[config.mk]
export PLATFORM = sky130hd
export DESIGN_NAME = myproject_div_seq_23s_7ns_16s_flat
export DESIGN_NICKNAME = d
export VERILOG_FILES = /design/src/rtl/myproject_div_seq_23s_7ns_16s_if.sv /design/src/rtl/myproject_div_seq_23s_7ns_16s.sv /design/src/flat_wrapper.sv
export SDC_FILE = /design/constraint.sdc
export NUM_CORES = 1
export LEC_CHECK = 0
export ABC_AREA = 1
export BUFFER_PORTS_ARGS = -buffer_cell sky130_fd_sc_hd__buf_2
export CAP_MARGIN = 20
export CELL_PAD_IN_SITES_DETAIL_PLACEMENT = 1
export CELL_PAD_IN_SITES_GLOBAL_PLACEMENT = 1
export CORE_MARGIN = 3
export CORE_UTILIZATION = 44
export CTS_BUF_LIST = sky130_fd_sc_hd__clkbuf_4
export CTS_CLUSTER_SIZE = 14
export DETAILED_ROUTE_END_ITERATION = 7
export PLACE_DENSITY = 0.85
export SYNTH_ARGS = -nofsm -noshare
export SYNTH_HDL_FRONTEND = slang
export SYNTH_SLANG_ARGS = --single-unit
[constraint.sdc]
create_clock -name ap_clk -period 3.76 [get_ports ap_clk]
set_input_delay 0.376 -clock ap_clk [delete_from_list [all_inputs] [get_ports ap_clk]]
set_output_delay 0.376 -clock ap_clk [all_outputs]
set_load 0.05 [all_outputs]
[src/rtl/myproject_div_seq_23s_7ns_16s_if.sv]
// Valid/ready operand and result bundle for the sequential 23s / 7ns -> 16s divider.
// master = upstream/downstream side, slave = the divider.
interface myproject_div_seq_23s_7ns_16s_if #(
  parameter int DIVIDEND_W = 23,
  parameter int DIVISOR_W  = 7,
  parameter int QUOT_W     = 16
);
  logic                  in_valid;
  logic                  in_ready;
  logic [DIVIDEND_W-1:0] dividend;
  logic [DIVISOR_W-1:0]  divisor;
  logic                  out_valid;
  logic                  out_ready;
  logic [QUOT_W-1:0]     quotient;
  logic [DIVISOR_W:0]    remainder;
  logic                  ovf;
  logic                  dbz;

  modport master (
    output in_valid, dividend, divisor, out_ready,
    input  in_ready, out_valid, quotient, remainder, ovf, dbz
  );

  modport slave (
    input  in_valid, dividend, divisor, out_ready,
    output in_ready, out_valid, quotient, remainder, ovf, dbz
  );
endinterface

[src/rtl/myproject_div_seq_23s_7ns_16s.sv]
// Radix-2 restoring divider: signed 23-bit dividend / unsigned 7-bit divisor,
// saturating signed 16-bit quotient, one division in flight, 1 quotient bit per cycle.
module myproject_div_seq_23s_7ns_16s #(
  parameter int DIVIDEND_W = 23,
  parameter int DIVISOR_W  = 7,
  parameter int QUOT_W     = 16
) (
  input  logic ap_clk,
  input  logic ap_rst,
  myproject_div_seq_23s_7ns_16s_if.slave bus
);

  localparam int CNT_W = $clog2(DIVIDEND_W);
  localparam int REM_W = DIVISOR_W + 1;
  localparam logic [DIVIDEND_W-1:0] POS_LIM = DIVIDEND_W'((1 << (QUOT_W - 1)) - 1);
  localparam logic [DIVIDEND_W-1:0] NEG_LIM = DIVIDEND_W'(1 << (QUOT_W - 1));
  localparam logic [QUOT_W-1:0]     Q_MAX   = {1'b0, {(QUOT_W - 1){1'b1}}};
  localparam logic [QUOT_W-1:0]     Q_MIN   = {1'b1, {(QUOT_W - 1){1'b0}}};

  typedef enum logic [1:0] {S_IDLE, S_CALC, S_DONE} state_t;

  state_t                state_q;
  logic [CNT_W-1:0]      cnt_q;
  logic [DIVIDEND_W-1:0] mag_q;
  logic [DIVISOR_W-1:0]  divisor_q;
  logic [DIVISOR_W-1:0]  rem_q;
  logic                  sign_q;
  logic                  dbz_op_q;
  logic                  in_ready_q;
  logic                  out_valid_q;
  logic [QUOT_W-1:0]     quotient_q;
  logic [REM_W-1:0]      remainder_q;
  logic                  ovf_q;
  logic                  dbz_q;

  // mag_q shifts dividend bits out at the top and quotient bits in at the bottom,
  // so after the last step it holds the magnitude quotient.
  logic [REM_W-1:0]      partial;
  logic                  qbit;
  logic [DIVISOR_W-1:0]  rem_d;
  logic [DIVIDEND_W-1:0] mag_d;

  always_comb begin
    partial = {rem_q, mag_q[DIVIDEND_W-1]};
    qbit    = (partial >= {1'b0, divisor_q});
    rem_d   = qbit ? DIVISOR_W'(partial - {1'b0, divisor_q}) : partial[DIVISOR_W-1:0];
    mag_d   = {mag_q[DIVIDEND_W-2:0], qbit};
  end

  logic [QUOT_W-1:0] quot_d;
  logic [REM_W-1:0]  remo_d;
  logic              ovf_d;

  always_comb begin
    quot_d = '0;
    remo_d = '0;
    ovf_d  = 1'b0;
    if (dbz_op_q) begin
      quot_d = sign_q ? Q_MIN : Q_MAX;
      ovf_d  = 1'b1;
    end else begin
      remo_d = sign_q ? (REM_W'(0) - {1'b0, rem_d}) : {1'b0, rem_d};
      if (!sign_q) begin
        if (mag_d > POS_LIM) begin
          quot_d = Q_MAX;
          ovf_d  = 1'b1;
        end else begin
          quot_d = mag_d[QUOT_W-1:0];
        end
      end else begin
        if (mag_d > NEG_LIM) begin
          quot_d = Q_MIN;
          ovf_d  = 1'b1;
        end else begin
          quot_d = QUOT_W'(0) - mag_d[QUOT_W-1:0];
        end
      end
    end
  end

  always_ff @(posedge ap_clk or posedge ap_rst) begin
    if (ap_rst) begin
      state_q     <= S_IDLE;
      cnt_q       <= '0;
      mag_q       <= '0;
      divisor_q   <= '0;
      rem_q       <= '0;
      sign_q      <= 1'b0;
      dbz_op_q    <= 1'b0;
      in_ready_q  <= 1'b0;
      out_valid_q <= 1'b0;
      quotient_q  <= '0;
      remainder_q <= '0;
      ovf_q       <= 1'b0;
      dbz_q       <= 1'b0;
    end else begin
      case (state_q)
        S_IDLE: begin
          in_ready_q <= 1'b1;
          if (bus.in_valid && in_ready_q) begin
            mag_q      <= bus.dividend[DIVIDEND_W-1] ? (DIVIDEND_W'(0) - bus.dividend)
                                                     : bus.dividend;
            divisor_q  <= bus.divisor;
            sign_q     <= bus.dividend[DIVIDEND_W-1];
            dbz_op_q   <= (bus.divisor == '0);
            rem_q      <= '0;
            cnt_q      <= '0;
            in_ready_q <= 1'b0;
            state_q    <= S_CALC;
          end
        end
        S_CALC: begin
          mag_q <= mag_d;
          rem_q <= rem_d;
          cnt_q <= cnt_q + CNT_W'(1);
          if (cnt_q == CNT_W'(DIVIDEND_W - 1)) begin
            quotient_q  <= quot_d;
            remainder_q <= remo_d;
            ovf_q       <= ovf_d;
            dbz_q       <= dbz_op_q;
            out_valid_q <= 1'b1;
            state_q     <= S_DONE;
          end
        end
        S_DONE: begin
          if (bus.out_ready) begin
            out_valid_q <= 1'b0;
            in_ready_q  <= 1'b1;
            state_q     <= S_IDLE;
          end
        end
        default: state_q <= S_IDLE;
      endcase
    end
  end

  assign bus.in_ready  = in_ready_q;
  assign bus.out_valid = out_valid_q;
  assign bus.quotient  = quotient_q;
  assign bus.remainder = remainder_q;
  assign bus.ovf       = ovf_q;
  assign bus.dbz       = dbz_q;

endmodule

[src/flat_wrapper.sv]
// flat-port wrapper written by rule: the top's interface ports become plain ports
module myproject_div_seq_23s_7ns_16s_flat 
#(
  parameter int DIVIDEND_W = 23,
  parameter int DIVISOR_W  = 7,
  parameter int QUOT_W     = 16
)
  (ap_clk, ap_rst, bus_in_valid, bus_dividend, bus_divisor, bus_out_ready, bus_in_ready, bus_out_valid, bus_quotient, bus_remainder, bus_ovf, bus_dbz);
  myproject_div_seq_23s_7ns_16s_if #(.DIVIDEND_W(DIVIDEND_W), .DIVISOR_W(DIVISOR_W), .QUOT_W(QUOT_W)) bus_i ();
  input  logic ap_clk;
  input  logic ap_rst;
  input wire logic [$bits(bus_i.in_valid)-1:0] bus_in_valid;
  input wire logic [$bits(bus_i.dividend)-1:0] bus_dividend;
  input wire logic [$bits(bus_i.divisor)-1:0] bus_divisor;
  input wire logic [$bits(bus_i.out_ready)-1:0] bus_out_ready;
  output wire logic [$bits(bus_i.in_ready)-1:0] bus_in_ready;
  output wire logic [$bits(bus_i.out_valid)-1:0] bus_out_valid;
  output wire logic [$bits(bus_i.quotient)-1:0] bus_quotient;
  output wire logic [$bits(bus_i.remainder)-1:0] bus_remainder;
  output wire logic [$bits(bus_i.ovf)-1:0] bus_ovf;
  output wire logic [$bits(bus_i.dbz)-1:0] bus_dbz;
  assign bus_i.in_valid = bus_in_valid;
  assign bus_i.dividend = bus_dividend;
  assign bus_i.divisor = bus_divisor;
  assign bus_i.out_ready = bus_out_ready;
  assign bus_in_ready = bus_i.in_ready;
  assign bus_out_valid = bus_i.out_valid;
  assign bus_quotient = bus_i.quotient;
  assign bus_remainder = bus_i.remainder;
  assign bus_ovf = bus_i.ovf;
  assign bus_dbz = bus_i.dbz;
  myproject_div_seq_23s_7ns_16s #(.DIVIDEND_W(DIVIDEND_W), .DIVISOR_W(DIVISOR_W), .QUOT_W(QUOT_W)) u_core (.ap_clk(ap_clk), .ap_rst(ap_rst), .bus(bus_i));
endmodule
Word-level counts from Yosys, hierarchy flattened
Index checks and enable logic that the tools add are counted.
Word-level totals
  memories: 0
  RAM bits: 0
  bits of input ports: 34
  logic and storage cells: 68
  bits in latches: 0
  flip-flop bits (word level): 74
  bits in read-only memories: 0
Cells by class
  equal/unequal tests: 6
  order comparisons: 3
  shift-type cells: 0
  bitwise gates (word level): 0
  reductions and logical operators: 12
  $add $sub $neg: 5
  mux-type cells: 29
  divide/modulo/power cells: 0
  multiply operators: 0
Operators by type and width (number)
  $mux W16: 5
  $mux W23: 2
  $pmux W23 S2: 1
  $gt A23 B15 Y1 const B: 1
  $gt A23 B16 Y1 const B: 1
  $sub A1 B23 Y23 const A: 1
  $mux W8: 2
  $sub A1 B16 Y16 const A: 1
  $mux W7: 2
  $pmux W7 S2: 1
  $pmux W5 S2: 1
  $ge A8 B7 Y1: 1
  $mux W1: 8
  $reduce_and A2 Y1: 4
  $sub A1 B7 Y8 const A: 1
  $logic_not A7 Y1: 1
  $sub A7 B7 Y7: 1
  $mux W2: 3
  $pmux W2 S3: 1
  $reduce_and A3 Y1: 2
  $reduce_bool A2 Y1: 3
  $add A5 B1 Y5 const B: 1
  $eq A5 B5 Y1 const B: 1
  $mux W5: 1
  other kinds (7): 9

Logic depth before layout (Yosys ltp)
Gate-level depths: netlist of the first run.
  depth in word-level cells: 5
  gate-level depth with buffers: 26
  gate-level depth less buffers: 26

Worst setup path before layout of the first run
OpenSTA, ideal clock, no wires.
  path type: register to register
  start: reg u_core.mag_q[22]
  end: reg u_core.ovf_q, in the netlist u_core.bus.ovf
  arrival time: 2717 ps
  stages on the path, launching flop included: 26
  required time: 3640 ps
  setup slack: 923 ps
  cells stage by stage: dfrtp_1 > inv_1 > ha_1 > inv_1 > fa_1 > nand2_1 > nand2_1 > nand2_2 > nand2_2 > nand2_4 > nand2_4 > inv_2 > ha_1 > inv_1 > nor2_1 > nand3_1 > nor2_1 > nand3_1 > nand2_1 > inv_1 > nand2_1 > nand2_1 > inv_1 > nand3_1 > o21ai_0 > inv_1
On the way
  cells in the longest elaborated chain, start to end: 5
  elaborated cells between the ends (all ways): 7
  classes of those cells: order compare (3); mux (4)
Ends and longest elaborated chain
  from (decl): RTL line myproject_div_seq_23s_7ns_16s.sv:24  | logic [DIVIDEND_W-1:0] mag_q;
  from (signal assigned): RTL line myproject_div_seq_23s_7ns_16s.sv:101  | mag_q <= bus.dividend[DIVIDEND_W-1] ? (DIVIDEND_W'(0) - bus.dividend)
  from (signal assigned): RTL line myproject_div_seq_23s_7ns_16s.sv:113  | mag_q <= mag_d;
  $ge A8 B7 Y1 (*): RTL line myproject_div_seq_23s_7ns_16s.sv:45  | qbit = (partial >= {1'b0, divisor_q});
  $gt A23 B15 Y1 or $gt A23 B16 Y1 (tied branches): RTL line myproject_div_seq_23s_7ns_16s.sv:64, myproject_div_seq_23s_7ns_16s.sv:71
  $mux W1, on equally long branches: RTL line myproject_div_seq_23s_7ns_16s.sv:64, myproject_div_seq_23s_7ns_16s.sv:71
  $mux W1 (*): RTL line myproject_div_seq_23s_7ns_16s.sv:63  | if (!sign_q) begin
  $mux W1 (*): RTL line myproject_div_seq_23s_7ns_16s.sv:58  | if (dbz_op_q) begin
  to (signal assigned): RTL line myproject_div_seq_23s_7ns_16s.sv:119  | ovf_q <= ovf_d;
  to (decl): RTL line myproject_div_seq_23s_7ns_16s.sv:33  | logic ovf_q;
Mark *: on every way between the ends. The rest lies on a longest branch, timed or not.
A chain may end at the register's enable or synchronous reset.

Final worst setup path of the first run
  start: reg u_core.mag_q[22]
  end: reg u_core.quotient_q[7], in the netlist u_core.bus.quotient[7]
On the way
  cells in the longest elaborated chain, start to end: 5
  elaborated cells between the ends (all ways): 8
  classes of those cells: add/sub (1); order compare (3); mux (4)
Ends and longest elaborated chain
  $ge A8 B7 Y1 (*): RTL line myproject_div_seq_23s_7ns_16s.sv:45
  $gt A23 B15 Y1, or another cell as far along: RTL line myproject_div_seq_23s_7ns_16s.sv:64  | if (mag_d > POS_LIM) begin
  $mux W16, on equally long branches: RTL line myproject_div_seq_23s_7ns_16s.sv:64, myproject_div_seq_23s_7ns_16s.sv:71
  $mux W16 (*): RTL line myproject_div_seq_23s_7ns_16s.sv:63
  $mux W16 (*): RTL line myproject_div_seq_23s_7ns_16s.sv:58
  to (signal assigned): RTL line myproject_div_seq_23s_7ns_16s.sv:117  | quotient_q <= quot_d;
  to (decl): RTL line myproject_div_seq_23s_7ns_16s.sv:31  | logic [QUOT_W-1:0] quotient_q;
Marked as above.

==> flow_summary.ini, run 1 <==
[drt]
drtIter0Drc = 290
dr.pass1.iters = 4
drc = 0
wl_mm = 14.82
vias = 4687
vias_per_cell = 5.501
drt-wirelength-per-cell_microns = 17.40
drtAntennaViolNets = 0

[global_route]
antenna_found_initial = 0
overflow = 0
grt_max_degree = 47
grt_use_total_pct = 26.13
grt_pass1_vias = 4924
grt_pass1_wl_mm = 24.51

[setup_path]
regToRegEndpoint = u_core.bus.quotient[7]
path_class = reg2reg
cp_max_fo = 14
critical_path_required_ns = 4.14
crit_path_end_kind = register
reg2reg_depth = 26
cp.arrival_ns = 3.76
r2r-start = u_core.mag_q[22]
r2r_setup_slack_ns = 0.38
critPathLaunchType = register

[die]
core_sq_um = 10420
start_util_pct = 45.77
num_rows = 37
dieArea_sq_um = 12120
die_h_microns = 110.1
ios = 62
die_w_microns = 110.1

[finish]
utilization_pct = 51.81
final_cell_mix = nand2_1 (158), inv_1 (83), nor2_1 (74), dfrtp_1 (74), buf_2 (61)
syn2layout_area_growth_pct = 13.20
antennaDiodeCount = 0
drive_gt1_share_pct = 15.78
fillCellCount = 1345
final_common_cell = nand2_1
num-nets-final = 759

[run]
maxCapViolations = 0

[timing]
fin_crit_sh_pct = 89.95
final-hold-violation-count = 0
setup_slack_ns = 0.3780
fin_crit_ns = 3.382
tightest_slew_ns = 0.8053
setup_violations = 0
max_slew_margin_pct = 46.32
drv_slew = 0
fmax_mhz = 295.7
skew_ns = 0.01981

[power_and_ir_drop]
leakagePower_uw = 0.002769
total_power_uw = 5319
p_sw_uw = 2909
peakVddDrop_uv = 434.6
internal_power_uw = 2410
clkPwrFrac_pct = 10.5
powerDensity_nw_per_um2 = 985.7
sequentialPowerShare_pct = 29.0
combPwrFrac_pct = 60.5
switching_share_pct = 54.69

[place]
dp_slack_ns = 0.2719
place_congestion = 0.9011
hpwl_mm = 11.26
portBuffers = 61

[clocking]
cts.clk_slew.worst_paths_ns = 0.13
cts_max_path_buffers = 2
cts_root_buf = clkbuf_4
cts_tree = built
cts_buffers = 9
clock-sinks = 74
htreeDepth = 3
clk-insertion-delay-late_ns = 0.45

[logic_synthesis]
synth_edf_count = 0
ys_async_sr_fraction_pct = 100.0
netlist_area_sq_um = 4767
ys_seq_elements = 74
synthFlopType = dfrtp_1
syn_avg_cell_area_sq_um = 7.334
synth_top_area_cell = dfrtp_1
synth_top_family_by_area = simple AND/OR/NAND/NOR gates
ys_seq_area_share_pct = 38.85
synth_cells = 650
synth_xor_area_share_pct = 4.226
yosys-top-cells-area = dfrtp_1 (39%), nand2_1 (12%), inv_1 (6.7%)
synth_warnings = 0
syn_nets = 698
synthSimpleGateAreaFrac_pct = 31.71
netlist.area_leader.share_pct = 38.85
synth-compound-area-share_pct = 12.39
synth_cell_types = 45
synthMuxAreaShare_pct = 0.2100
synthAdderAreaFrac_pct = 3.832

[outcome]
status = completed

[worst_hold_path]
hold_depth = 2
min_delay_worst_endpoint = u_core.state_q[1]
worstHoldStart = bus_out_ready
hold_path_class = in2reg
[final cells by class]
type	instances	area, sq um	area share (%)
sequential	74	1852	34.31
clock buffer	9	67.56	1.252
tap	136	170.2	3.153
clock inverter	7	83.83	1.553
multi-input combinational	468	2499	46.30
timing repair buffer	71	395.4	7.327
inverter	87	329.1	6.098
[how the worst max path moves through the flow]
stage | from | endpoint | slack [ns] | cells after the start
finish | u_core.mag_q[22] | u_core.bus.quotient[7] | 0.38 | 26
floorplan | u_core.mag_q[22] | u_core.bus.ovf | 0.92 | 25
CTS | u_core.mag_q[22] | u_core.bus.quotient[7] | 0.26 | 26
global placement | u_core.mag_q[22] | u_core.bus.quotient[7] | 0.59 | 26
detailed placement | u_core.mag_q[22] | u_core.bus.quotient[7] | 0.27 | 26
global route | u_core.mag_q[22] | u_core.bus.quotient[7] | -0.0008 | 26
[what timing repair did]
action	4_1_cts	5_1_grt
hold buffers	0	1
setup endpoints to repair	0	8
endpoints found under the hold margin	0	19
setup buffers	0	0
resized for setup	0	3
[per-layer routing]
metal  GRT usage [%]  share of wire (%)
met3           4.310                5.1
met5               0                  0
met4           7.391               0.93
met1           34.19                 46
met2           44.54                 48
[cell families (layout without fill, tap and decap cells)]
group                      Yosys count  after routing
AOI/OAI and AO/OA                   93             93
xor gates and xnor gates            23             23
adders and majority gates           14             14
buffers and inverters              108            174
DFF                                 74             74
muxes                                1              1
and+or+nand+nor                    337            337
[state kept, by name (all words and copies together), names as in the netlist]
| name | flops |
|---|---|
| u_core.bus.dbz | 1 |
| u_core.bus.in_ready | 1 |
| u_core.bus.out_valid | 1 |
| u_core.bus.ovf | 1 |
| u_core.bus.quotient | 16 |
| u_core.bus.remainder | 8 |
| u_core.cnt_q | 5 |
| u_core.dbz_op_q | 1 |
| u_core.divisor_q | 7 |
| u_core.mag_q | 23 |
| u_core.rem_q | 7 |
| u_core.sign_q | 1 |
| u_core.state_q | 2 |
[power groups by stage]
stage	Sequential, uW	Clock (uW)	Combinational, uW
global placement	1510	0	3040
finish	1540	561	3220
global route	1600	601	3600
CTS	1530	567	3210
detailed placement	1550	0	3180
floorplan	1900	0	1980
[cells in the mapped netlist (3+ instances only)]
cell / count
xnor2_1: 4
nand2_1: 158
a21oi_1: 13
o31ai_1: 3
nand3_1: 50
nor2_1: 75
o22ai_1: 5
dfrtp_1: 74
nor2_2: 3
inv_1: 85
clkbuf_1: 16
nand2_2: 9
ha_1: 13
o211ai_1: 3
o21bai_1: 5
o221ai_1: 18
nor3_1: 6
o21ai_0: 38
nor4_1: 3
xor2_1: 19
nand4_1: 17
[metrics by stage]
| step | hold WS, ns | instance area [sq um] | setup TNS, ns | instances |
|---|---|---|---|---|
| after floorplan | 0.4461 | 4767 | 0 | 650 |
| after global placement | 0.4583 | 5210 | 0 | 834 |
| after detailed placement | 0.4616 | 5210 | 0 | 834 |
| after CTS | 0.1301 | 5361 | 0 | 850 |
| after global routing | 0.1406 | 5396 | -0.0008140 | 852 |
| final | 0.1413 | 5396 | 0 | 852 |
[critical path, stage by stage, from the launching register on]
cell     delay (ns)
dfrtp_1        0.42
inv_1          0.09
ha_1           0.14
inv_1          0.07
fa_1           0.40
nand2_1        0.08
nand2_1        0.08
nand2_2        0.10
nand2_2        0.07
nand2_4        0.09
nand2_4        0.15
inv_4          0.13
ha_1           0.17
inv_1          0.05
nor2_2         0.12
nand3_1        0.13
nor2_1         0.15
nand3_1        0.09
nand2_1        0.09
inv_1          0.06
nand2_1        0.08
nand2_1        0.13
inv_2          0.12
nand2_1        0.06
nor2_1         0.09
nor2_1         0.05
nor2_1         0.11
No activity file was read; power rests on OpenSTA's default activity.
==> inputs of run 2 (changes only) <==
--- a/config.mk
+++ b/config.mk
@@ -15,7 +15,9 @@
 export CTS_BUF_LIST = sky130_fd_sc_hd__clkbuf_4
 export CTS_CLUSTER_SIZE = 14
 export DETAILED_ROUTE_END_ITERATION = 7
+export GPL_ROUTABILITY_DRIVEN = 1
 export PLACE_DENSITY = 0.85
+export REMOVE_ABC_BUFFERS = 1
 export SYNTH_ARGS = -nofsm -noshare
 export SYNTH_HDL_FRONTEND = slang
 export SYNTH_SLANG_ARGS = --single-unit
==> run 2 against run 1 <==
Combinational power about the same. Total power up 2.5%. Count of clock-buffer cells in the layout up 1. Via count up 0.43%. Routed wire length down 2.3%. Worst hold slack worse by 0.015 ns. Utilization up 0.46 points. Sequential power about the same. Non-clock buffer count unchanged. Critical path type unchanged. Critical endpoint is now u_core.bus.quotient[2]. Largest cell class unchanged. Largest power group unchanged.
==> flow_summary.ini, run 2 (synthesis gave the netlist of run 1 again) <==
[outcome]
status = completed

[timing]
fin_crit_sh_pct = 88.09
final-hold-violation-count = 0
setup_violations = 0
skew_ns = 0.01415
drv_slew = 0
setup_tns_ns = 0
setup_slack_ns = 0.4477
fin_crit_ns = 3.312
rsz0062_at_grt = no
tightest_slew_ns = 0.5745
fmax_mhz = 301.9
max_slew_margin_pct = 61.35

[global_route]
overflow = 0
grt_pass1_vias = 4847
grt_max_degree = 35
antenna_found_initial = 0
grt_use_total_pct = 25.42
grt_pass1_wl_mm = 24.04

[finish]
syn2layout_area_growth_pct = 14.20
final_common_cell = nand2_1
num-nets-final = 759
utilization_pct = 52.26
regMostFlops = u_core.mag_q
fillCellCount = 1350
final_cell_mix = nand2_1 (158), inv_1 (83), dfrtp_1 (74)
antennaDiodeCount = 0
regArea_sq_um = 1852
multi_input_area_sq_um = 2506
largest_reg_flops = 23
drive_gt1_share_pct = 16.34

[die]
dieArea_sq_um = 12120
ios = 62
die_w_microns = 110.1
num_rows = 37
start_util_pct = 45.77
core_sq_um = 10420
die_h_microns = 110.1

[clocking]
clk-insertion-delay-late_ns = 0.46
cts_max_path_buffers = 2
clock-sinks = 74
cts_tree = built
cts.clk_slew.worst_paths_ns = 0.12
cts_setup_buffers = 0
htreeDepth = 3
cts_buffers = 9
cts_root_buf = clkbuf_4

[drt]
drt-wirelength-per-cell_microns = 17.00
routed.top_layer = met4
drc = 0
dr.pass1.iters = 5
wl_met3_microns = 578
drtIter0Drc = 185
vias_per_cell = 5.525
wl_mm = 14.48
vias = 4707
route.met2.wl_mm = 6.922
wl_met1_mm = 6.738
drtAntennaViolNets = 0

[setup_path]
critPathLaunchType = register
worst_path_max_delay_cell = dfrtp_1
critical_path_required_ns = 4.16
crit_top_cell = nand2_1
path_cells = inv_1, ha_1, inv_1, fa_1, nand2_1, nand2_1, nand2_2, nand2_2, nand2_4, nand2_4, inv_4, ha_1, inv_1, nor2_2, nand3_2, nor2_2, nand3_1, nand2_1, nand2_1, nor2_1, nand2_1, nand4_1, o21ai_0, inv_1
cp.arrival_ns = 3.71
cpPeakStageDelay_ns = 0.42
crit_path_end_kind = register
cp_max_fo = 14
path_class = reg2reg

[power_and_ir_drop]
peakVddDrop_uv = 472.5
leakagePower_uw = 0.002794
total_power_uw = 5450
powerDensity_nw_per_um2 = 1001

[worst_hold_path]
hold_path_class = in2reg

[run]
maxCapViolations = 0

[place]
hpwl_mm = 11.24
portBuffers = 61
dp_slack_ns = 0.3172
place_congestion = 0.9148
run 2: cell types whose count changed in the layout (fill, tap and decap cells not counted), sizes merged:
cell      previous run  this run
bufinv               2         4
clkbuf               9        10
clkinv               4         2
clkinvlp             1         0
run 2: power breakdown:
group	switching (uW)	internal [uW]
logic	2260	981
registers	337	1170
clock network	294	408
run 2: worst paths after layout:
| check | cells after the start | endpoint | slack, ns | startpoint |
|---|---|---|---|---|
| min in group asynchronous | 3 | u_core.cnt_q[2] | 0.42 | ap_rst |
| hold reg to reg | 2 | u_core.bus.remainder[5] | 0.49 | u_core.bus.remainder[5] |
| max in group asynchronous | 4 | u_core.bus.quotient[4] | 2.55 | ap_rst |
| setup / recovery | 24 | u_core.bus.quotient[2] | 0.45 | u_core.mag_q[22] |
| hold / removal | 2 | u_core.state_q[1] | 0.13 | bus_out_ready |
| setup reg to reg | 24 | u_core.bus.quotient[2] | 0.45 | u_core.mag_q[22] |
run 2: metrics by stage:
| stage | cell area, sq um | std cells | hold WS, ns |
|---|---|---|---|
| after global placement | 5218 | 835 | 0.3790 |
| after global routing | 5444 | 852 | 0.1243 |
| after CTS | 5431 | 852 | 0.1028 |
| after floorplan | 4674 | 629 | 0.4461 |
| after detailed placement | 5218 | 835 | 0.3754 |
| final | 5444 | 852 | 0.1267 |
run 2: cell type report:
type                            instances  area share [%]
Clock buffer                           10           1.379
Multi-Input combinational cell        468           46.04
Clock inverter                          6           2.367
Sequential cell                        74           34.02
Timing Repair Buffer                   71           7.033
Inverter                               87           6.045
Tap cell                              136           3.126
run 2: layer usage:
layer	track usage, %	vias up
met1	34.66	2326
met4	7.480	0
met3	3.786	23
li1	-	2248
met5	0	-
met2	41.85	110
run 2: timing repair:
item,in CTS,in global routing
resized for setup,0,5
endpoints found under the setup margin,0,10
hold endpoints to repair,16,0
hold buffers,1,0
run 2: critical path, delay by kind of cell (launching register included):
| kind | cells | cell delay [ns] |
|---|---|---|
| flops | 1 | 0.42 |
| fa+ha+maj | 3 | 0.74 |
| buf+inv | 5 | 0.40 |
| compound gates | 1 | 0.09 |
| simple gates | 15 | 1.60 |
